$ cat src/rtl/eq_chain_engine.sv
// eq_chain_engine: time-multiplexed cascaded biquad equaliser, one shared MAC runs every band in turn.
// Defining EQ_BYPASS_EN adds a per-band bypass mask sampled with each accepted sample.
module eq_chain_engine #(
   parameter int DATA_W    = 16,
   parameter int NBANDS    = 6,
   parameter int COEF_W    = 18,
   parameter int Q_FP      = 15,
   parameter int GUARD     = 4,
   parameter int ACC_W     = 48,
   parameter int PRE_SHIFT = 2,
   localparam int INT_W    = DATA_W + GUARD,
   localparam int CB_W     = (NBANDS > 1) ? $clog2(NBANDS) : 1
) (
   input  logic              i_clk,
   input  logic              i_rst,
   input  logic              i_valid,
   input  logic [DATA_W-1:0] i_data,
   output logic              o_ready,
   input  logic [2:0]        i_shift,
   input  logic              i_cfg_we,
   input  logic [CB_W-1:0]   i_cfg_band,
   input  logic [2:0]        i_cfg_idx,
   input  logic [COEF_W-1:0] i_cfg_coef,
   output logic              o_cfg_drop,
   output logic              o_valid,
   output logic [DATA_W-1:0] o_data,
   output logic              o_sat
`ifdef EQ_BYPASS_EN
   ,
   input  logic [NBANDS-1:0] i_bypass_mask
`endif
);
   typedef enum logic [1:0] {IDLE, MAC, WB, DONE} state_t;
   state_t                    state_q, state_d;
   logic [CB_W-1:0]           band_q, band_d, band_nx;
   logic [2:0]                tap_q, tap_d, sh_eff;
   logic signed [ACC_W-1:0]   acc_q, acc_d, prod, y_sh;
   logic signed [INT_W-1:0]   x_q, x_ext, x_in, opnd, y_sat, y_wb;
   logic signed [COEF_W-1:0]  coef;
   logic signed [COEF_W-1:0]  coef_q [NBANDS][5];
   logic signed [INT_W-1:0]   x1_q [NBANDS];
   logic signed [INT_W-1:0]   x2_q [NBANDS];
   logic signed [INT_W-1:0]   y1_q [NBANDS];
   logic signed [INT_W-1:0]   y2_q [NBANDS];
   logic [NBANDS-1:0]         byp_q, mask_in;
   logic [ACC_W-INT_W:0]      y_hi;
   logic [GUARD:0]            o_hi;
   logic [DATA_W-1:0]         o_data_q, out_sat;
   logic                      o_sat_q, drop_q, y_fit, out_fit, accept, last, band_ok, wr_ok;

   assign accept  = i_valid && state_q == IDLE;
   assign band_ok = 32'(i_cfg_band) < NBANDS;
   assign wr_ok   = i_cfg_we && state_q == IDLE && band_ok && i_cfg_idx < 3'd5;
   assign last    = band_q == CB_W'(NBANDS - 1);
   assign band_nx = band_q + 1'b1;
   assign sh_eff  = (i_shift > 3'd4) ? 3'd0 : i_shift;
   assign x_ext   = {{GUARD{i_data[DATA_W-1]}}, i_data};
   assign x_in    = x_ext >>> (PRE_SHIFT + 32'(sh_eff));

   // Shared MAC: one coefficient/operand pair per cycle, feedback terms subtracted.
   assign coef  = coef_q[band_q][tap_q];
   assign opnd  = (tap_q == 3'd0) ? x_q :
                  (tap_q == 3'd1) ? x1_q[band_q] :
                  (tap_q == 3'd2) ? x2_q[band_q] :
                  (tap_q == 3'd3) ? y1_q[band_q] : y2_q[band_q];
   assign prod  = ACC_W'(coef) * ACC_W'(opnd);
   assign acc_d = (tap_q == 3'd0) ? prod : (tap_q >= 3'd3) ? acc_q - prod : acc_q + prod;

   assign y_sh    = acc_q >>> Q_FP;
   assign y_hi    = y_sh[ACC_W-1:INT_W-1];
   assign y_fit   = &y_hi || ~|y_hi;
   assign y_sat   = y_fit ? y_sh[INT_W-1:0] : {y_sh[ACC_W-1], {(INT_W-1){~y_sh[ACC_W-1]}}};
   assign y_wb    = byp_q[band_q] ? x_q : y_sat;
   assign o_hi    = y_wb[INT_W-1:DATA_W-1];
   assign out_fit = &o_hi || ~|o_hi;
   assign out_sat = out_fit ? y_wb[DATA_W-1:0] : {y_wb[INT_W-1], {(DATA_W-1){~y_wb[INT_W-1]}}};

`ifdef EQ_BYPASS_EN
   assign mask_in = i_bypass_mask;
   always_ff @(posedge i_clk or posedge i_rst)
      if (i_rst) byp_q <= '0;
      else if (accept) byp_q <= i_bypass_mask;
`else
   assign mask_in = '0;
   assign byp_q   = '0;
`endif

   always_comb begin
      state_d = state_q;
      band_d  = band_q;
      tap_d   = tap_q;
      case (state_q)
         IDLE: if (i_valid) begin
            state_d = mask_in[0] ? WB : MAC;
            band_d  = '0;
            tap_d   = '0;
         end
         MAC: begin
            tap_d   = tap_q + 3'd1;
            state_d = (tap_q == 3'd4) ? WB : MAC;
         end
         WB: if (last) state_d = DONE;
         else begin
            band_d  = band_nx;
            tap_d   = '0;
            state_d = byp_q[band_nx] ? WB : MAC;
         end
         default: state_d = IDLE;
      endcase
   end

   always_ff @(posedge i_clk or posedge i_rst)
      if (i_rst) begin
         state_q <= IDLE;
         band_q  <= '0;
         tap_q   <= '0;
      end else begin
         state_q <= state_d;
         band_q  <= band_d;
         tap_q   <= tap_d;
      end

   always_ff @(posedge i_clk or posedge i_rst)
      if (i_rst) begin
         acc_q    <= '0;
         x_q      <= '0;
         o_data_q <= '0;
         o_sat_q  <= 1'b0;
         drop_q   <= 1'b0;
         for (int b = 0; b < NBANDS; b++) begin
            x1_q[b] <= '0;
            x2_q[b] <= '0;
            y1_q[b] <= '0;
            y2_q[b] <= '0;
            for (int t = 0; t < 5; t++) coef_q[b][t] <= (t == 0) ? COEF_W'(1) << Q_FP : '0;
         end
      end else begin
         drop_q <= i_cfg_we && (state_q != IDLE || !band_ok);
         if (wr_ok) coef_q[i_cfg_band][i_cfg_idx] <= i_cfg_coef;
         if (accept) x_q <= x_in;
         if (state_q == MAC) acc_q <= acc_d;
         if (state_q == WB) begin
            x_q <= y_wb;
            if (!byp_q[band_q]) begin
               x2_q[band_q] <= x1_q[band_q];
               x1_q[band_q] <= x_q;
               y2_q[band_q] <= y1_q[band_q];
               y1_q[band_q] <= y_wb;
            end
            if (last) begin
               o_data_q <= out_sat;
               o_sat_q  <= !out_fit;
            end
         end
      end

   assign o_ready    = state_q == IDLE;
   assign o_valid    = state_q == DONE;
   assign o_data     = o_data_q;
   assign o_sat      = o_sat_q;
   assign o_cfg_drop = drop_q;
endmodule

$ cat config.mk
export PLATFORM = sky130hd
export DESIGN_NAME = eq_chain_engine
export DESIGN_NICKNAME = d
export VERILOG_FILES = /design/src/rtl/eq_chain_engine.sv
export SDC_FILE = /design/constraint.sdc
export NUM_CORES = 2
export LEC_CHECK = 0
export ABC_AREA = 1
export CORE_MARGIN = 2
export CORE_UTILIZATION = 58
export DETAILED_ROUTE_END_ITERATION = 8
export PLACE_DENSITY_LB_ADDON = 0.12
export SLEW_MARGIN = 20
export SYNTH_ARGS = -nofsm -noshare
export SYNTH_HDL_FRONTEND = slang
export SYNTH_SLANG_ARGS = --single-unit
$ cat constraint.sdc
create_clock -name i_clk -period 36.9 [get_ports i_clk]
set_input_delay 5.535 -clock i_clk [delete_from_list [all_inputs] [get_ports i_clk]]
set_output_delay 5.535 -clock i_clk [all_outputs]
set_load 0.03 [all_outputs]
======== Word-level counts from Yosys, hierarchy flattened ========
Memory sizes are Yosys's and may differ from the RTL's.
Cells that the tools add are included.
word-level totals
  output and inout port bits .............. 20
  memories ................................ 2
  logic and storage cells ................. 183
  bits in read-only memories .............. 16
  bits of input ports ..................... 47
  register bits ........................... 1114
memory list
  memory            depth  bits a word  read ports  clocked after memory_dff  wr ports  RTL line  source
  (name not given)  8      1            1           0                         0         144       if (!byp_q[band_q]) begin
  (name not given)  8      1            1           0                         0         106       state_d = byp_q[band_nx] ? WB : MAC;
operators by class
  bitwise operators ....................... 7
  shifts and indexed selects .............. 1
  equal/unequal tests ..................... 10
  $mul .................................... 1
  add/sub/neg operators ................... 5
  order comparisons ....................... 13
  reductions and logical operators ........ 29
  multiplexer cells ....................... 53
operator list
  operator            number
  $bwmux 540          1
  $bwmux 120          4
  $mux 20             17
  $bmux 90 s3         1
  $demux 90 s3        1
  $mux 90             3
  $bmux 20 s3         4
  $mux 48             2
  $demux 20 s3        1
  $bmux 18 s3         1
  $demux 18 s3        1
  $mux 18             3
  $add 48x38->48      1
  $sub 48x38->48      1
  $mul 18x20->38      1
  $sshr 16x4->20      1
  $ge 4x4->1 const B  4
  $mux 16             1
  $not 3->4           4
  $reduce_and 14->1   1
  $reduce_or 14->1    1
  $lt 4x1->1 const B  3
  $mux 3              4
  $pmux 3 s3          1
  other kinds (28)    57

======== Longest topological paths before layout ========
  depth after elaboration ................. 12
  depth in mapped cells ................... 67
  depth with buffers taken out ............ 62

======== Worst setup path after synthesis ========
Ideal clock, no wire load.
  path type ............................... register to register
  start point ............................. register tap_q[2]
  end point ............................... register acc_q[41]
  required time ........................... 36.767 ns
  period minus slack after synthesis ...... 9.388 ns
  buffers on the path ..................... 4
  stages on the path, launching flop included .. 52
  library setup time ...................... 0.133 ns
  data arrival time ....................... 9.255 ns
  path slack .............................. 27.512 ns
  cell sequence ........................... dfrtp_1 buf_4 inv_2 clkbuf_1 ha_1 inv_1 clkbuf_1 clkbuf_1 nand2_1 nand3_1 nand3_1 a22oi_1 inv_1 nor2_1 inv_1 fa_1 inv_1 fa_1 [... 16 more ...] nand3_1 nor3_1 nand3_1 nand2_1 nand2_1 nand2_1 o21ai_0 ha_1 a21oi_1 inv_1 a31oi_1 o21ai_0 a21oi_1 nand3_1 a21o_1 or2_2 nand3_1 a21oi_1
between the ends
  cells in the longest elaborated chain, start to end .. 9
  elaborated cells between the ends (all ways) .. 18
  those cells by class .................... 2 x add/sub; 1 x mul; 1 x order compare; 3 x eq/ne; 9 x mux; 1 x bitwise; 1 x reduce/logical
RTL lines
  item                                              RTL line  source
  start, declared                                   36        logic [2:0] tap_q, tap_d, sh_eff;
  start signal, assigned                            120       tap_q <= tap_d;
  $eq 3x2->1                                        65        (tap_q == 3'd3) ? y1_q[band_q] : y2_q[band_q];
  $mux 20                                           65
  $mux 20                                           64        (tap_q == 3'd2) ? x2_q[band_q] :
  $mux 20                                           63        (tap_q == 3'd1) ? x1_q[band_q] :
  $mux 20                                           62        assign opnd = (tap_q == 3'd0) ? x_q :
  $mul 18x20->38                                    66        assign prod = ACC_W'(coef) * ACC_W'(opnd);
  $add 48x38->48 or $sub 48x38->48 (tied branches)  67        assign acc_d = (tap_q == 3'd0) ? prod : (tap_q >= 3'd3) ? acc_q - prod : acc_q + prod;
  $mux 48                                           67
  $mux 48 *                                         67
  end signal, assigned                              125       acc_q <= '0;
  end signal, assigned                              141       if (state_q == MAC) acc_q <= acc_d;
  end, declared                                     37        logic signed [ACC_W-1:0] acc_q, acc_d, prod, y_sh;
Mark *: on every way between the ends. The rest lies on a longest branch, timed or not. The select of a mux whose other input is x is not followed.
A chain may end at the register's enable or synchronous reset.

======== Worst setup path after layout ========
  start point ............................. register band_q[0]
  end point ............................... register acc_q[41]
between the ends
  cells in the longest elaborated chain, start to end .. 12
  elaborated cells between the ends (all ways) .. 28
  those cells by class .................... 2 x add/sub; 1 x mul; 24 x mux; 1 x bitwise
RTL lines
  item                                                 RTL line  source
  start, declared                                      35        logic [CB_W-1:0] band_q, band_d, band_nx;
  start signal, assigned                               119       band_q <= band_d;
  $not 3->4 (not written as such) *                    --
  branches (longest 7 deep; another with $bmux 90 s3)  --
  $mul 18x20->38 *                                     66
  $add 48x38->48 or $sub 48x38->48 (tied branches)     67
  $mux 48                                              67
  $mux 48 *                                            67
Every way passes the cells marked *. The select of a mux whose other input is x is not followed.

==> out/qor.yml <==
logic_synthesis:
  synth.cell_area_mm2: 0.0690
  yosys_register_bits: 1114
  synth-edff-count: 0
  ys.flop_type: "dfrtp_1"
  synth_most_common_cell: "nand2_1"
  synthDistinctLibCells: 62
  synth_commonest_cells: "2042 x nand2_1, 1391 x o21ai_0, 1108 x dfrtp_1"
  synth_top_cell_by_area: "dfrtp_1"
  yosys_top_cell_area_share_pct: 40.2
  netlist_instances: 8667
  ys_seq_area_share_pct: 40.4
  yosys_warnings: 0
  ys_async_sr_fraction_pct: 100
  syn_avg_cell_area_um2: 7.96
  synth.net_count: 9229
  synth_area_leaders: "dfrtp_1 40%, nand2_1 11%, fa_1 11%"
clocking:
  cts-resized-gates: 0
  clk_path_buf_depth: 3
  postCtsSetupRepairBufs: 0
  clock_tree_sinks: 1114
  clk_latency_ns: 0.77
  cts_hold_buf: 0
  h_tree_levels: 3
  cts_buffers: 117
  tritoncts: "built"
  root_buffer: "clkbuf_16"
  clkSlewWorstSetupHoldPaths_ns: 0.07
global_routing:
  overflow: 0
  number_of_antenna_violations_at_the_first_check_in_global_routing: 5
  groute.usage.overall_pct: 37.7
  grt_first_pass_wirelength_mm: 350
  maximum_number_of_pins_on_one_net_before_global_route_repair: 179
  number_of_global_route_vias_before_repair: 57973
worst_setup_path:
  reg2reg_depth: 48
  critical-path-slowest-cell: "dfrtp_4"
  worst-endpoint-arrival_ns: 14.34
  sort_of_element_at_the_start_of_the_critical_path: "register"
  crit_end_category: "register"
  worstPathRequired_ns: 37.50
  timing_worst_setup_path_type: "reg -> reg"
  worst_path_largest_cell_delay_ns: 0.94
  timing.critical_path.fanout_max: 178
layout:
  fill_cells: 10440
  syn2layout_area_growth_pct: 8.05
  area_taken_by_multi_input_logic_gates_mm2: 0.0348
  drive_gt1_share_pct: 5.79
  final-seq-area_mm2: 0.0279
  layout.nets: 9030
sta:
  max_freq_ghz: 0.0727
  final-setup-viol-count: 0
  final-hold-violation-count: 0
  max_slew.worst_pin.slew_ns: 1.10
  relSlewSlack_pct: 26.2
  fin_crit_ns: 13.75
  unrepaired_setup_endpoints_after_global_routing: "false"
  fin_max_slew_vios: 0
  tns_ns: 0
  post-route-period-util_pct: 37.3
  worst_clock_skew_ns: 0.0523
drt:
  route.final.wire_length_mm: 227
  wl_per_cell_um: 22.5
  wirelength_met1_mm: 95.6
  via_count: 59737
  drc_errors: 0
  ant_nets: 0
  avgViaCountPerCell: 5.91
  dr.max_layer_used: "met5"
  routed-wl-met3_mm: 21.7
  drt_pass1_iterations: 8
  drt_first_iter_violations: 6689
  routed-wl-met2_mm: 100
place:
  portBuffers: 66
  gp_routability_congestion: 0.999
  hpwlAfterDp_mm: 152
floorplan:
  ports: 67
  chipWidth_um: 349
  area_of_the_die_mm2: 0.122
  rows: 126
  core-area_mm2: 0.118
  floorplan.die.height_um: 349
  floorplan.initialDensity_pct: 58.4
run:
  cap_violations: 0
worst_hold_path:
  worst_hold_path.num_cells: 2
  worstHoldPathType: "reg -> reg"
outcome:
  run_status: "finished clean"
cells by family after synthesis:
kind of cell / count (synthesis) / share of synthesized area (%)
XOR/XNOR: 63 / 0.800
AO/OA/AOI/OAI: 2228 / 17.6
AND/OR/NAND/NOR: 3052 / 17.5
multiplexers: 65 / 1.06
adder cells (fa/ha/maj): 515 / 13.3
buffers and inverters: 1630 / 9.35
flip-flops: 1114 / 40.4
area by class of cell:
cell class | instances | share of cell area [%]
Antenna cell | 2 | 0.00671
Inverter | 1125 | 5.70
Timing Repair Buffer | 187 | 2.20
Clock buffer | 164 | 4.57
Sequential cell | 1114 | 37.4
Clock inverter | 49 | 0.870
Multi-Input combinational cell | 5923 | 46.7
Tap cell | 1536 | 2.58
registers in the layout, summed over array words and instances, names as in the netlist:
name and flops:
y1_q 120, band_q 3, o_cfg_drop 1, x1_q 120, x2_q 120, coef_q 540, x_q 20, tap_q 3
o_data 16, acc_q 48, o_sat 1, y2_q 120, state_q 2
critical path: cells and delay by family (launching register included):
family          cells  cell delay [ns]
fa+ha+maj           8             4.35
simple gates       19             3.51
compound gates     12             2.32
buf+inv             9             2.27
flops               1             0.94
path summary, 6_finish.rpt:
check / from / endpoint / slack, ns
worst max-delay path: band_q[0] / acc_q[41] / 23.15
worst min-delay path: y2_q[20] / y2_q[20] / 0.47
worst max register to register: band_q[0] / acc_q[41] / 23.15
worst min register to register: y2_q[20] / y2_q[20] / 0.47
max in group asynchronous: i_rst / y1_q[90] / 27.70
min in group asynchronous: i_rst / coef_q[157] / 5.26
layout by cell type, fill, tap and decap left out, types with 66 or more instances in the layout:
cell type        synthesis  final
inv_1                 1096   1093
nand3_1                161    161
o21ai_1                119    122
buf_4                   32    115
ha_1                   153    153
fa_1                   362    362
dfrtp_1               1108   1106
clkdlybuf4s50_1          0     66
clkbuf_16                0    118
o21ai_0               1391   1388
a21oi_1                397    397
o221ai_1                71     71
nand2_1               2042   2027
nor2_1                 721    712
through the flow:
step                setup WS [ns]  hold WS [ns]  util [%]  cell area (um2)  cells
floorplan                 0.00670         0.442         -            69000   8667
global placement            23.45         0.454      59.6            70400   9884
detailed placement          23.43         0.460      59.7            70400   9884
CTS                         23.37         0.475      63.1            74500  10097
global route                22.37         0.486      63.1            74500  10098
finish                      23.15         0.474      63.1            74500  10100
routing by layer:
metal / vias to the layer above / track usage (%)
met2: 2730 / 57.5
met5: - / 0
met4: 8 / 14.4
met3: 484 / 7.91
li1: 27399 / -
met1: 29116 / 53.0
Power is left out: the tool's default activity adds up to more than one toggle a clock period on the data nets, which glitch-free logic cannot reach.
